### src/rtl/cpu_pkg.sv
// Shared CPU definitions: opcode map, instruction field positions, sequencer states
// and default widths used by the fetch/decode controller and its bus interface.
package cpu_pkg;

    localparam int INSTR_WIDTH_DEF = 16;
    localparam int PC_WIDTH_DEF    = 4;

    localparam int OPC_MSB    = 15;
    localparam int OPC_LSB    = 12;
    localparam int ADDR_A_MSB = 11;
    localparam int ADDR_A_LSB = 8;
    localparam int ADDR_B_MSB = 7;
    localparam int ADDR_B_LSB = 4;

    localparam logic [3:0] OP_ADD  = 4'h0;
    localparam logic [3:0] OP_SUB  = 4'h1;
    localparam logic [3:0] OP_AND  = 4'h2;
    localparam logic [3:0] OP_OR   = 4'h3;
    localparam logic [3:0] OP_MUL  = 4'h4;
    localparam logic [3:0] OP_DIV  = 4'h5;
    localparam logic [3:0] OP_HALT = 4'hF;

    typedef enum logic [2:0] {
        FETCH,
        DECODE,
        EXECUTE,
        MC_WAIT,
        WRITEBACK,
        ADVANCE,
        HALTED
    } state_t;

    function automatic logic is_single_cycle(input logic [3:0] opc);
        return opc inside {OP_ADD, OP_SUB, OP_AND, OP_OR};
    endfunction

    function automatic logic is_multi_cycle(input logic [3:0] opc);
        return opc inside {OP_MUL, OP_DIV};
    endfunction

endpackage

### src/rtl/fetch_decode_controller_if.sv
// Controller-side bus: instruction memory read port, ALU handshake and
// register-file read/write addressing.
interface fetch_decode_controller_if
    import cpu_pkg::*;
#(
    parameter int PC_WIDTH    = PC_WIDTH_DEF,
    parameter int INSTR_WIDTH = INSTR_WIDTH_DEF
) ();

    logic [PC_WIDTH-1:0]    program_counter;
    logic [INSTR_WIDTH-1:0] instruction;
    logic [3:0]             rd_addr_a;
    logic [3:0]             rd_addr_b;
    logic [3:0]             alu_op;
    logic                   alu_start;
    logic                   alu_done;
    logic                   alu_div_zero;
    logic                   wb_en;
    logic [3:0]             wb_addr;

    modport master (
        output program_counter, rd_addr_a, rd_addr_b, alu_op, alu_start, wb_en, wb_addr,
        input  instruction, alu_done, alu_div_zero
    );

    modport slave (
        input  program_counter, rd_addr_a, rd_addr_b, alu_op, alu_start, wb_en, wb_addr,
        output instruction, alu_done, alu_div_zero
    );

endinterface

### src/rtl/mc_timeout_counter.sv
// Counts cycles spent waiting on a multi-cycle ALU op; expired marks the last
// permitted wait cycle so the sequencer can flag a hang.
module mc_timeout_counter #(
    parameter int MC_TIMEOUT = 64
) (
    input  logic clk,
    input  logic reset,
    input  logic clear,
    input  logic count_en,
    output logic expired
);

    localparam int CW = (MC_TIMEOUT > 2) ? $clog2(MC_TIMEOUT) : 1;

    logic [CW-1:0] count;

    // Saturates at the limit so a late clear can never wrap back to zero.
    always_ff @(posedge clk) begin
        if (reset || clear) begin
            count <= '0;
        end else if (count_en && !expired) begin
            count <= count + 1'b1;
        end
    end

    assign expired = (count == CW'(MC_TIMEOUT - 1));

endmodule

### src/rtl/fetch_decode_controller.sv
// Fetch/decode sequencer: owns PC, instruction register and halt/error status,
// and steps each instruction through decode, ALU, multi-cycle wait and writeback.
module fetch_decode_controller
    import cpu_pkg::*;
#(
    parameter int PC_WIDTH    = PC_WIDTH_DEF,
    parameter int INSTR_WIDTH = INSTR_WIDTH_DEF,
    parameter int MC_TIMEOUT  = 64
) (
    input  logic                      clk,
    input  logic                      reset,
    input  logic                      enable,
    fetch_decode_controller_if.master bus,
    output logic [INSTR_WIDTH-1:0]    instr_reg,
    output logic                      halted,
    output logic                      error,
    output logic                      div_zero_flag
);

    state_t              state;
    state_t              state_next;
    logic [PC_WIDTH-1:0] pc;
    logic [3:0]          opcode;
    logic                mc_expired;
    logic                load_ir;
    logic                advance_pc;
    logic                set_halt;
    logic                set_error;
    logic                set_div_zero;
    logic                start_req;
    logic                wb_req;

    assign opcode = instr_reg[OPC_MSB:OPC_LSB];

    mc_timeout_counter #(
        .MC_TIMEOUT (MC_TIMEOUT)
    ) u_timeout (
        .clk      (clk),
        .reset    (reset),
        .clear    (state != MC_WAIT),
        .count_en (state == MC_WAIT),
        .expired  (mc_expired)
    );

    always_ff @(posedge clk) begin
        if (reset) begin
            state         <= FETCH;
            pc            <= '0;
            instr_reg     <= '0;
            halted        <= 1'b0;
            error         <= 1'b0;
            div_zero_flag <= 1'b0;
        end else begin
            state <= state_next;
            if (load_ir)      instr_reg     <= bus.instruction;
            if (advance_pc)   pc            <= pc + 1'b1;
            if (set_halt)     halted        <= 1'b1;
            if (set_error)    error         <= 1'b1;
            if (set_div_zero) div_zero_flag <= 1'b1;
        end
    end

    always_comb begin
        state_next   = state;
        load_ir      = 1'b0;
        advance_pc   = 1'b0;
        set_halt     = 1'b0;
        set_error    = 1'b0;
        set_div_zero = 1'b0;
        start_req    = 1'b0;
        wb_req       = 1'b0;
        case (state)
            FETCH: begin
                if (enable) begin
                    load_ir    = 1'b1;
                    state_next = DECODE;
                end
            end
            DECODE: begin
                if (opcode == OP_HALT) begin
                    set_halt   = 1'b1;
                    state_next = HALTED;
                end else if (is_multi_cycle(opcode)) begin
                    start_req  = 1'b1;
                    state_next = MC_WAIT;
                end else if (is_single_cycle(opcode)) begin
                    state_next = EXECUTE;
                end else begin
                    state_next = ADVANCE;
                end
            end
            EXECUTE: state_next = WRITEBACK;
            // A completion arriving on the final wait cycle beats the timeout.
            MC_WAIT: begin
                if (bus.alu_done) begin
                    if (opcode == OP_DIV && bus.alu_div_zero) begin
                        set_div_zero = 1'b1;
                        state_next   = ADVANCE;
                    end else begin
                        state_next = WRITEBACK;
                    end
                end else if (mc_expired) begin
                    set_error  = 1'b1;
                    set_halt   = 1'b1;
                    state_next = HALTED;
                end
            end
            WRITEBACK: begin
                wb_req     = 1'b1;
                state_next = ADVANCE;
            end
            ADVANCE: begin
                advance_pc = 1'b1;
                state_next = FETCH;
            end
            HALTED:  state_next = HALTED;
            default: state_next = FETCH;
        endcase
    end

    // Strobes are masked by reset so a register-file write or ALU launch
    // cannot escape during the cycle that reset is being taken.
    assign bus.alu_start       = start_req && !reset;
    assign bus.wb_en           = wb_req && !reset;
    assign bus.program_counter = pc;
    assign bus.rd_addr_a       = instr_reg[ADDR_A_MSB:ADDR_A_LSB];
    assign bus.rd_addr_b       = instr_reg[ADDR_B_MSB:ADDR_B_LSB];
    assign bus.wb_addr         = instr_reg[ADDR_A_MSB:ADDR_A_LSB];
    assign bus.alu_op          = opcode;

endmodule
### src/flat_wrapper.sv
// flat-port wrapper written by rule: the top's interface ports become plain ports
module fetch_decode_controller_flat import cpu_pkg::*;
#(
    parameter int PC_WIDTH    = PC_WIDTH_DEF,
    parameter int INSTR_WIDTH = INSTR_WIDTH_DEF,
    parameter int MC_TIMEOUT  = 64
)
  (clk, reset, enable, instr_reg, halted, error, div_zero_flag, bus_program_counter, bus_rd_addr_a, bus_rd_addr_b, bus_alu_op, bus_alu_start, bus_wb_en, bus_wb_addr, bus_instruction, bus_alu_done, bus_alu_div_zero);
  fetch_decode_controller_if #(.PC_WIDTH(PC_WIDTH), .INSTR_WIDTH(INSTR_WIDTH)) bus_i ();
  input  logic clk;
  input  logic reset;
  input  logic enable;
  output logic [INSTR_WIDTH-1:0] instr_reg;
  output logic halted;
  output logic error;
  output logic div_zero_flag;
  output wire logic [$bits(bus_i.program_counter)-1:0] bus_program_counter;
  output wire logic [$bits(bus_i.rd_addr_a)-1:0] bus_rd_addr_a;
  output wire logic [$bits(bus_i.rd_addr_b)-1:0] bus_rd_addr_b;
  output wire logic [$bits(bus_i.alu_op)-1:0] bus_alu_op;
  output wire logic [$bits(bus_i.alu_start)-1:0] bus_alu_start;
  output wire logic [$bits(bus_i.wb_en)-1:0] bus_wb_en;
  output wire logic [$bits(bus_i.wb_addr)-1:0] bus_wb_addr;
  input wire logic [$bits(bus_i.instruction)-1:0] bus_instruction;
  input wire logic [$bits(bus_i.alu_done)-1:0] bus_alu_done;
  input wire logic [$bits(bus_i.alu_div_zero)-1:0] bus_alu_div_zero;
  assign bus_program_counter = bus_i.program_counter;
  assign bus_rd_addr_a = bus_i.rd_addr_a;
  assign bus_rd_addr_b = bus_i.rd_addr_b;
  assign bus_alu_op = bus_i.alu_op;
  assign bus_alu_start = bus_i.alu_start;
  assign bus_wb_en = bus_i.wb_en;
  assign bus_wb_addr = bus_i.wb_addr;
  assign bus_i.instruction = bus_instruction;
  assign bus_i.alu_done = bus_alu_done;
  assign bus_i.alu_div_zero = bus_alu_div_zero;
  fetch_decode_controller #(.PC_WIDTH(PC_WIDTH), .INSTR_WIDTH(INSTR_WIDTH), .MC_TIMEOUT(MC_TIMEOUT)) u_core (.clk(clk), .reset(reset), .enable(enable), .bus(bus_i), .instr_reg(instr_reg), .halted(halted), .error(error), .div_zero_flag(div_zero_flag));
endmodule
### config.mk
export PLATFORM = sky130hd
export DESIGN_NAME = fetch_decode_controller_flat
export DESIGN_NICKNAME = d
export VERILOG_FILES = /design/src/rtl/cpu_pkg.sv /design/src/rtl/fetch_decode_controller_if.sv /design/src/rtl/mc_timeout_counter.sv /design/src/rtl/fetch_decode_controller.sv /design/src/flat_wrapper.sv
export SDC_FILE = /design/constraint.sdc
export NUM_CORES = 1
export LEC_CHECK = 0
export CORE_ASPECT_RATIO = 1.5
export CORE_MARGIN = 2
export CORE_UTILIZATION = 43
export CTS_BUF_LIST = sky130_fd_sc_hd__clkbuf_16
export DETAILED_ROUTE_END_ITERATION = 16
export PLACE_DENSITY = 0.79
export SLEW_MARGIN = 40
export SYNTH_ARGS = -nofsm -noshare
export SYNTH_HDL_FRONTEND = slang
export SYNTH_HIERARCHICAL = 1
export SYNTH_SLANG_ARGS = --single-unit
### constraint.sdc
create_clock -name clk -period 2 [get_ports clk]
set_input_delay 0.4 -clock clk [delete_from_list [all_inputs] [get_ports clk]]
set_output_delay 0.4 -clock clk [all_outputs]
set_load 0.005 [all_outputs]
-- After elaboration in Yosys (flattened, before gate mapping)
Index checks and enable logic that the tools add are counted.
- bits of input ports: 21
- output and inout bits: 41
- logic and storage cells: 60
- bits in registers: 32
- $add $sub $neg: 2
- equality and inequality tests: 16
- reduce and logical (&&, ||, !) cells: 12
- multiplexer cells: 23
- operators with widths (cell ; number):
    $mux W3 ; 6
    $pmux W3 S6 ; 1
    $mux W1 ; 15
    $eq A3 B3 Y1 const B ; 3
    $eq A4 B2 Y1 const B ; 2
    $eq A4 B3 Y1 const B ; 2
    $add A6 B1 Y6 const B ; 1
    $eq A3 B2 Y1 const B ; 2
    $eq A6 B6 Y1 const B ; 1
    $ne A3 B2 Y1 const B ; 2
    $add A4 B1 Y4 const B ; 1
    $eq A4 B1 Y1 const B ; 1
    $eq A4 B4 Y1 const B ; 1
    $logic_and A1 B1 Y1 ; 4
    $logic_not A4 Y1 ; 1
    $reduce_bool A4 Y1 ; 1
    $eq A3 B1 Y1 const B ; 1
    $logic_not A3 Y1 ; 1
    $logic_not A1 Y1 ; 2
    $ne A2 B2 Y1 const B ; 1
    $pmux W1 S2 ; 1
    $reduce_and A2 Y1 ; 1
    $reduce_bool A2 Y1 ; 1
    $logic_or A1 B1 Y1 ; 1

-- Logic depth before layout (Yosys ltp)
Gate-level depths: netlist of the first run.
- depth in word-level cells: 6
- depth in mapped cells: 6
- gate-level depth less buffers: 6

-- Cells and area by module
Netlist of the first run, hierarchy kept.
- modules (own cells, without submodules) (module ; seq. area each (um^2) ; times used ; area an instance (um^2) ; cells each):
    fetch_decode_controller ; 520.5 ; 1 ; 1285.0 ; 149
    mc_timeout_counter ; 120.1 ; 1 ; 299.0 ; 32

-- Least setup slack after synthesis of the first run
Ideal clock, no wire load.
- path type: reg2reg
- from: register u_core.state[0]
- to: register u_core.u_timeout.count[5]
- clock period less this slack: 1.532 ns
- path slack: 0.468 ns
- arrival time: 1.418 ns
- data required time: 1.885 ns
- cell stages (with the launch flop): 7
- setup time: 0.115 ns
- buffers on the path: 1
- cell sequence: dfxtp_1 -> buf_4 -> nand3b_4 -> inv_1 -> nand4_1 -> o41a_1 -> o21a_1
- word-level cells in the longest chain between the ends: 2
- elaborated cells between the ends (all ways): 4
- classes of those cells: eq/ne: 2; reduce/logical: 2
- ends and longest elaborated chain (item ; line ; source):
    start, declared ; fetch_decode_controller.sv:20 ; state_t state;
    start signal, assigned ; fetch_decode_controller.sv:54 ; state <= state_next;
    $eq A3 B2 Y1 or $ne A3 B2 Y1 (tied branches) ; fetch_decode_controller.sv:41, fetch_decode_controller.sv:40 ;
    $logic_and A1 B1 Y1 or $logic_or A1 B1 Y1 (tied branches) ; mc_timeout_counter.sv:21, mc_timeout_counter.sv:19 ;
    end signal, assigned ; mc_timeout_counter.sv:22 ; count <= count + 1'b1;
    end, declared ; mc_timeout_counter.sv:15 ; logic [CW-1:0] count;
Parallel ways exist; a longest one is shown, timed or not.
A chain may end at the register's enable or synchronous reset.

-- Final worst setup path of the first run
- from: register u_core.instr_reg[14]
- to: output port bus_alu_start
- word-level cells in the longest chain between the ends: 6
- elaborated cells between the ends (all ways): 8
- classes of those cells: eq/ne: 3; mux: 3; reduce/logical: 2
- ends and longest elaborated chain (item ; line ; source):
    start, declared ; fetch_decode_controller.sv:14 ; output logic [INSTR_WIDTH-1:0] instr_reg,
    start signal, assigned ; fetch_decode_controller.sv:55 ; if (load_ir) instr_reg <= bus.instruction;
    $eq A4 B3 Y1 ; cpu_pkg.sv:38 ; return opc inside {OP_MUL, OP_DIV};
    $reduce_bool A2 Y1 ; cpu_pkg.sv:38 ;
    $mux W1 ; fetch_decode_controller.sv:83 ; end else if (is_multi_cycle(opcode)) begin
    $mux W1 * ; fetch_decode_controller.sv:80 ; if (opcode == OP_HALT) begin
    $mux W1 * ; fetch_decode_controller.sv:72 ; case (state)
    $logic_and A1 B1 Y1 * ; fetch_decode_controller.sv:123 ; assign bus.alu_start = start_req && !reset;
    end, declared ; flat_wrapper.sv:21 ; output wire logic [$bits(bus_i.alu_start)-1:0] bus_alu_start;
Every way passes the cells marked *; elsewhere a longest branch is shown, timed or not.

==> results.toml, run 1 <==
[worst_setup_path]
r2r_start = "u_core/state[0]$_SDFFE_PP0P_"
r2r-end = "u_core/u_timeout/count[5]$_SDFFE_PP0P_"
critPathCaptureType = "output port"
start_kind = "flop"
worst-r2r-setup-slack_ps = 310
critPathArrivalTime_ps = 1470
critPathKind = "reg -> out"
crit_fanout = 2
required_ps = 1600
rr_worst_depth = 6

[clock_tree]
cts_root_buf = "clkbuf_16"
cts.clk_slew.worst_paths_ps = 50
htreeDepth = 2
cts_tree = "yes"
clock_latency_ps = 280
cts_sinks = 32
clockBufferDepth = 2
cts_setup_buffers = 0
cts-buffers-inserted = 5

[power_and_ir_drop]
power_density_nw_per_um2 = 826
p_leak_uw = 0.000898
power_uw = 1900
irDropWorstVdd_v = 0.000773

[worst_hold_path]
whs_endpoint = "u_core/div_zero_flag$_SDFFE_PP0P_"
hold_start = "u_core/div_zero_flag$_SDFFE_PP0P_"
hold_path_depth = 2
min_path_type = "reg -> reg"

[logic_synthesis]
async_reset_ff_frac = 0
syn_nets = 204
synth_most_common_cell = "nand2_1"
yosysWarnings = 6
synth.yosys.seq_area_share = 0.404
ys_seq_elements = 32
synth_edf_count = 0
synth.avg_cell_area_sq_um = 8.75
ys_types = 44
syn_area_sq_um = 1580
yosys-top-cells-area = "dfxtp_1 40%, nand2_1 8.8%, buf_4 8.1%, a21oi_1 7.6%, nand3b_4 2.5%"
synth_top_flop_cell = "dfxtp_1"
postSynthCellCount = 181
synth_common_cells = "37 x nand2_1, 32 x dfxtp_1, 24 x a21oi_1"
yosysTopAreaCellShare = 0.404
yosys.area.top_type = "dfxtp_1"

[grt]
antenna_found_initial = 0
grt_usage = 0.185
grt_max_degree = 20
overflow = 0
grt_pass1_wl_um = 5660
grt_pass1_vias = 1332

[detailed_routing]
drtAntennaViolNets = 0
vias = 1397
via_per_inst = 5.01
wl_um = 3450
drc = 0
dr.first_iter.drc_count = 26
routedWlPerCell_um = 12.4
dr.pass1.iters = 4

[timing]
setup_ws_ps = 127
max_slew_margin = 0.621
fin_crit_ps = 1870
final_hold_viol_count = 0
worstMarginPinSlew_ps = 561
fin_skew_ps = 6.29
finalCritPeriodShare = 0.937
rsz0062_at_grt = "no"
setup_viol = 0
slew_violations = 0
fmax_mhz = 534

[floorplan]
num_io_pins = 62
fp-row-count = 27
die_h_um = 78.3
coreArea_sq_um = 3610
dieArea_sq_um = 4200
die_w_um = 53.6
start_util = 0.438

[finish]
diodes = 0
syn2layout_area_growth_pct = 44.9
final_nets = 258
largest_register_ffs = 16
utilization = 0.635
drive_gt1_frac = 0.136

[place]
place_ws_ps = -118
gp_congestion = 0.742
io_buffers = 61
hpwl_um = 2560

[status]
outcome = "completed"

[run]
max_cap_violations = 0
==> logic make-up (layout without fill, tap and decap cells) <==
logic type	count (synthesis)	in the layout	share of synthesized area
compound gates	39	39	0.152
simple gates	71	71	0.266
mux	3	3	0.0190
flops	32	32	0.404
fa+ha+maj	2	2	0.0158
xor+xnor	2	2	0.0111
buf+inv	32	87	0.132
==> cells in the final DEF, fill, tap and decap left out, types with 2 or more instances in the layout <==
master and instances:
a21oi_1 24, a31oi_1 3, buf_4 11, clkbuf_16 5, clkdlybuf4s50_1 59, dfxtp_1 32
dlygate4sd2_1 2, ha_1 2, inv_1 8, mux2i_1 3, nand2_1 37, nand3_1 4
nand3b_4 2, nor2_1 7, nor3b_2 2, nor4_1 2, o21a_1 2, or3_1 2
xor2_1 2
==> critical path: stages, from the launching register on <==
cell and delay, ps:
dfxtp_1 330, or3b_4 400, nor3b_2 210, dlygate4sd2_1 260
==> worst max-delay path by stage <==
stage | from | end | cells after the start
6_report | u_core/instr_reg[14]$_SDFFE_PP0P_ | bus_alu_start | 3
3_5_place_dp | reset | bus_wb_en | 3
3_3_place_gp | reset | bus_wb_en | 3
5_1_grt | u_core/state[1]$_SDFFE_PP0P_ | bus_wb_en | 2
4_1_cts | u_core/state[1]$_SDFFE_PP0P_ | bus_wb_en | 2
2_1_floorplan | u_core/state[0]$_SDFFE_PP0P_ | u_core/u_timeout/count[5]$_SDFFE_PP0P_ | 6
==> stage by stage <==
stage               TNS, ps  hold slack (ps)  std cells  area, sq um
detailed placement     -226              442        271         2150
CTS                       0              452        279         2300
floorplan                 0              442        181         1580
finish                    0              453        279         2300
global placement       -199              437        271         2150
global route              0              484        279         2300
==> layout make-up <==
type | instances | area (sq um)
sequential | 32 | 641
clock buffer | 5 | 125
fill | 324 | 1320
timing repair buffer | 72 | 691
multi-input combinational | 117 | 748
clock inverter | 3 | 11.3
inverter | 7 | 26.3
tap | 43 | 53.8
==> power by group <==
part / internal [uW] / switching [uW]
Combinational: 275 / 202
Clock: 445 / 247
Sequential: 688 / 39.1
Total: 1410 / 488
==> per-layer routing <==
metal / routed length (um) / GRT usage / vias to the layer above
met5: 0 / 0 / -
met4: 70 / 0.0923 / 0
met3: 201 / 0.0570 / 6
met2: 1830 / 0.330 / 37
met1: 1340 / 0.183 / 643
li1: - / - / 711
==> repair_timing <==
action / in CTS / in global routing
hold buffers: 0 / 0
resized for setup: 5 / 0
setup endpoints to repair: 2 / 0
(Power assumes the default switching activity.)
==> run 2: changes to the inputs <==
Settings changed: SETUP_SLACK_MARGIN set to 0.1.
==> results.toml, run 2 (synthesis results as in run 1) <==
[finish]
largest_register_ffs = 16
diodes = 0
drive_gt1_frac = 0.136
layout_commonest_cell = "clkdlybuf4s50_1"
final_nets = 258
syn2layout_area_growth_pct = 45.6
final_cell_mix = "58 x clkdlybuf4s50_1, 37 x nand2_1, 32 x dfxtp_1"
utilization = 0.638

[worst_setup_path]
cpMaxStageDelayCell = "or3b_4"
start_kind = "flop"
rr_worst_depth = 6
critPathCaptureType = "output port"
crit_fanout = 2
required_ps = 1600
cp_slowest_stage_delay_ps = 410
worstPathCellList = "or3b_4 > nor3b_4 > clkdlybuf4s15_1"
critPathArrivalTime_ps = 1450
critPathKind = "reg -> out"

[power_and_ir_drop]
p_leak_uw = 0.000920
irDropWorstVdd_v = 0.000773
power_density_nw_per_um2 = 824
power_uw = 1900

[detailed_routing]
via_per_inst = 5.03
dr.first_iter.drc_count = 26
vias = 1402
wl_um = 3480
dr.pass1.iters = 4
routedWlPerCell_um = 12.5
drtAntennaViolNets = 0
drc = 0

[timing]
rsz0062_at_grt = "no"
finalCritPeriodShare = 0.926
slew_violations = 0
fmax_mhz = 540
max_slew_margin = 0.629
fin_skew_ps = 6.29
worstMarginPinSlew_ps = 549
setup_viol = 0
final_hold_viol_count = 0
fin_crit_ps = 1850

[clock_tree]
clock_latency_ps = 280
cts_root_buf = "clkbuf_16"
htreeDepth = 2
clockBufferDepth = 2
cts-buffers-inserted = 5
postCtsHoldBufs = 0
cts_sinks = 32
cts.clk_slew.worst_paths_ps = 50
cts_tree = "yes"
cts_setup_buffers = 0

[grt]
grt_usage = 0.185
overflow = 0
grt_max_degree = 20
grt_pass1_vias = 1332
grt_pass1_wl_um = 5660
antenna_found_initial = 0

[floorplan]
die_h_um = 78.3
die_w_um = 53.6
start_util = 0.438
fp-row-count = 27
dieArea_sq_um = 4200
coreArea_sq_um = 3610
num_io_pins = 62

[place]
hpwl_um = 2560
gp_congestion = 0.742
io_buffers = 61

[worst_hold_path]
hold_path_depth = 2
min_path_type = "reg -> reg"

[status]
outcome = "completed"

[run]
max_cap_violations = 0
==> run 2: cell count changes in the layout (fill, tap and decap cells not counted) <==
cell / delta
dlygate4sd2_1: -1
nor3b_4: +1
nor3b_2: -1
dlymetal6s2s_1: +1
clkdlybuf4s15_1: +1
clkdlybuf4s50_1: -1
==> run 2: path summary, 6_finish.rpt <==
path / startpoint / endpoint / slack [ps]
setup / recovery: u_core/instr_reg[14]$_SDFFE_PP0P_ / bus_alu_start / 150
hold / removal: u_core/div_zero_flag$_SDFFE_PP0P_ / u_core/div_zero_flag$_SDFFE_PP0P_ / 450
hold reg to reg: u_core/div_zero_flag$_SDFFE_PP0P_ / u_core/div_zero_flag$_SDFFE_PP0P_ / 450
setup reg to reg: u_core/state[0]$_SDFFE_PP0P_ / u_core/u_timeout/count[5]$_SDFFE_PP0P_ / 310
==> run 2: stage by stage <==
step           instance area (sq um)  instances  worst slack, ps  hold slack, ps  TNS (ps)
2_1_floorplan                   1580        181              468             442         0
3_3_place_gp                    2150        271             -118             437      -199
3_5_place_dp                    2150        271             -118             442      -226
4_1_cts                         2300        279              119             452         0
5_1_grt                         2310        279              117             484         0
6_report                        2310        279              147             453         0
==> run 2: worst max-delay path, delay by kind of cell (launching register included) <==
family                 cells  cell delay, ps
AND/OR/NAND/NOR            2             620
buffers and inverters      1             230
flip-flops                 1             330
==> run 2: area by class of cell <==
type	count	area [sq um]
Clock buffer	5	125
Clock inverter	3	11.3
Fill cell	321	1310
Inverter	7	26.3
Multi-Input combinational cell	117	754
Sequential cell	32	641
Tap cell	43	53.8
Timing Repair Buffer	72	694
==> run 2: layer usage <==
metal	GRT usage	vias up	wire length [um]
met5	0	-	0
met3	0.0570	6	201
met2	0.330	37	1830
met4	0.0923	0	70
met1	0.183	648	1380
li1	-	711	-
==> run 2: report_power, final <==
group | leakage, uW | internal, uW | total (uW) | switching (uW)
clock network | 0.0000738 | 445 | 693 | 247
logic | 0.000586 | 277 | 481 | 204
registers | 0.000261 | 688 | 726 | 39.0
total | 0.000920 | 1410 | 1900 | 490
==> run 2: what timing repair did <==
action                     4_1_cts  5_1_grt
gates resized for setup          5        3
setup endpoints to repair        2        2
pin swaps                        0        1
==> run 3: changes to the inputs <==
Settings changed: CORE_MARGIN 2 to unset, TNS_END_PERCENT set to 50.
==> results.toml, run 3 (synthesis results as in run 1) <==
[status]
outcome = "completed"

[grt]
grt_pass1_wl_um = 5780
antenna_found_initial = 0
grt_max_degree = 30
grt_usage = 0.197
grt_pass1_vias = 1314
overflow = 0

[clock_tree]
cts-buffers-inserted = 5
cts_sinks = 32
cts.clk_slew.worst_paths_ps = 50
clock_latency_ps = 280
postCtsHoldBufs = 0
clockBufferDepth = 2
cts_root_buf = "clkbuf_16"
htreeDepth = 2
cts_tree = "yes"
cts_setup_buffers = 0

[detailed_routing]
via_per_inst = 5.08
wl_um = 3570
wl_met3_um = 210
drc = 0
dr.first_iter.drc_count = 10
vias = 1418
dr.pass1.iters = 3
wl_met2_um = 1880
top_layer = "met4"
drtAntennaViolNets = 0
drt-met1-wl_um = 1410
routedWlPerCell_um = 12.8

[floorplan]
start_util = 0.459
coreArea_sq_um = 3450
die_h_um = 76.3
dieArea_sq_um = 3940
fp-row-count = 26
die_w_um = 51.6
num_io_pins = 62

[timing]
final_hold_viol_count = 0
finalCritPeriodShare = 0.918
fin_skew_ps = 2.93
slew_violations = 0
fin_crit_ps = 1840
fmax_mhz = 545
worstMarginPinSlew_ps = 514
setup_viol = 0
max_slew_margin = 0.653
rsz0062_at_grt = "no"

[finish]
ff_latch_area_sq_um = 641
final_nets = 259
diodes = 0
syn2layout_area_growth_pct = 45.5
nFillCells = 293
multiInputGateArea_sq_um = 748
drive_gt1_frac = 0.148
instances_no_fill = 279
final_cell_mix = "59 x clkdlybuf4s50_1, 37 x nand2_1, 32 x dfxtp_1"
largest_register_ffs = 16
postLayoutCellArea_sq_um = 2300
layout_commonest_cell = "clkdlybuf4s50_1"

[worst_setup_path]
critPathCaptureType = "output port"
worst-r2r-setup-slack_ps = 260
start_kind = "flop"
critPathArrivalTime_ps = 1440
crit_fanout = 2
required_ps = 1600
critPathKind = "reg -> out"

[run]
max_cap_violations = 0

[worst_hold_path]
min_path_type = "reg -> reg"

[place]
hpwl_um = 2570
dpl.cell_count = 271
gp_congestion = 0.788
placed_cell_area_sq_um = 2150
io_buffers = 61

[power_and_ir_drop]
irDropWorstVdd_v = 0.000913
power_density_nw_per_um2 = 837
power_uw = 1930
p_leak_uw = 0.000904
run 3: changes by cell type in the layout (fill, tap and decap cells not counted):
cell	delta
buf_4	+1
clkdlybuf4s15_1	-1
clkdlybuf4s50_1	+1
clkinv_2	+2
dlygate4sd2_1	+1
dlymetal6s2s_1	-1
inv_1	-2
nor3b_2	+1
nor3b_4	-1
run 3: through the flow:
step	TNS, ps	setup slack [ps]	utilization	hold slack [ps]
floorplan	0	468	-	442
global placement	-154	-88.9	0.625	435
detailed placement	-138	-103	0.625	449
CTS	0	107	0.666	458
global route	0	117	0.668	474
finish	0	164	0.668	451
run 3: report_power, final:
group | switching, uW | internal, uW | leakage (uW)
clock network | 264 | 451 | 0.0000710
logic | 212 | 282 | 0.000573
registers | 32.7 | 687 | 0.000261
total | 509 | 1420 | 0.000904
run 3: area by class of cell:
cell class	count	area share
Inverter	7	0.0114
Multi-Input combinational cell	117	0.325
Timing Repair Buffer	73	0.303
Clock inverter	3	0.00597
Sequential cell	32	0.278
Tap cell	42	0.0228
Clock buffer	5	0.0543
run 3: timing repair:
action,4_1_cts,5_1_grt
gates resized for setup,3,2
setup endpoints to repair,2,1
gates cloned,0,0
run 3: per-layer routing:
layer,GRT usage,vias up
met5,0,-
met4,0.105,0
met3,0.0639,5
met2,0.345,43
met1,0.197,651
li1,-,719
run 3: path summary, 6_finish.rpt:
path,start,endpoint,cells past startpoint
min reg2reg,u_core/div_zero_flag$_SDFFE_PP0P_,u_core/div_zero_flag$_SDFFE_PP0P_,2
max reg2reg,u_core/state[0]$_SDFFE_PP0P_,u_core/u_timeout/count[5]$_SDFFE_PP0P_,7
min,u_core/div_zero_flag$_SDFFE_PP0P_,u_core/div_zero_flag$_SDFFE_PP0P_,2
max,u_core/instr_reg[13]$_SDFFE_PP0P_,bus_alu_start,3
run 3: worst max-delay path: stages, from the launching register on:
cell	delay (ps)
dfxtp_1	310
or3b_4	410
nor3b_2	180
dlygate4sd2_1	260
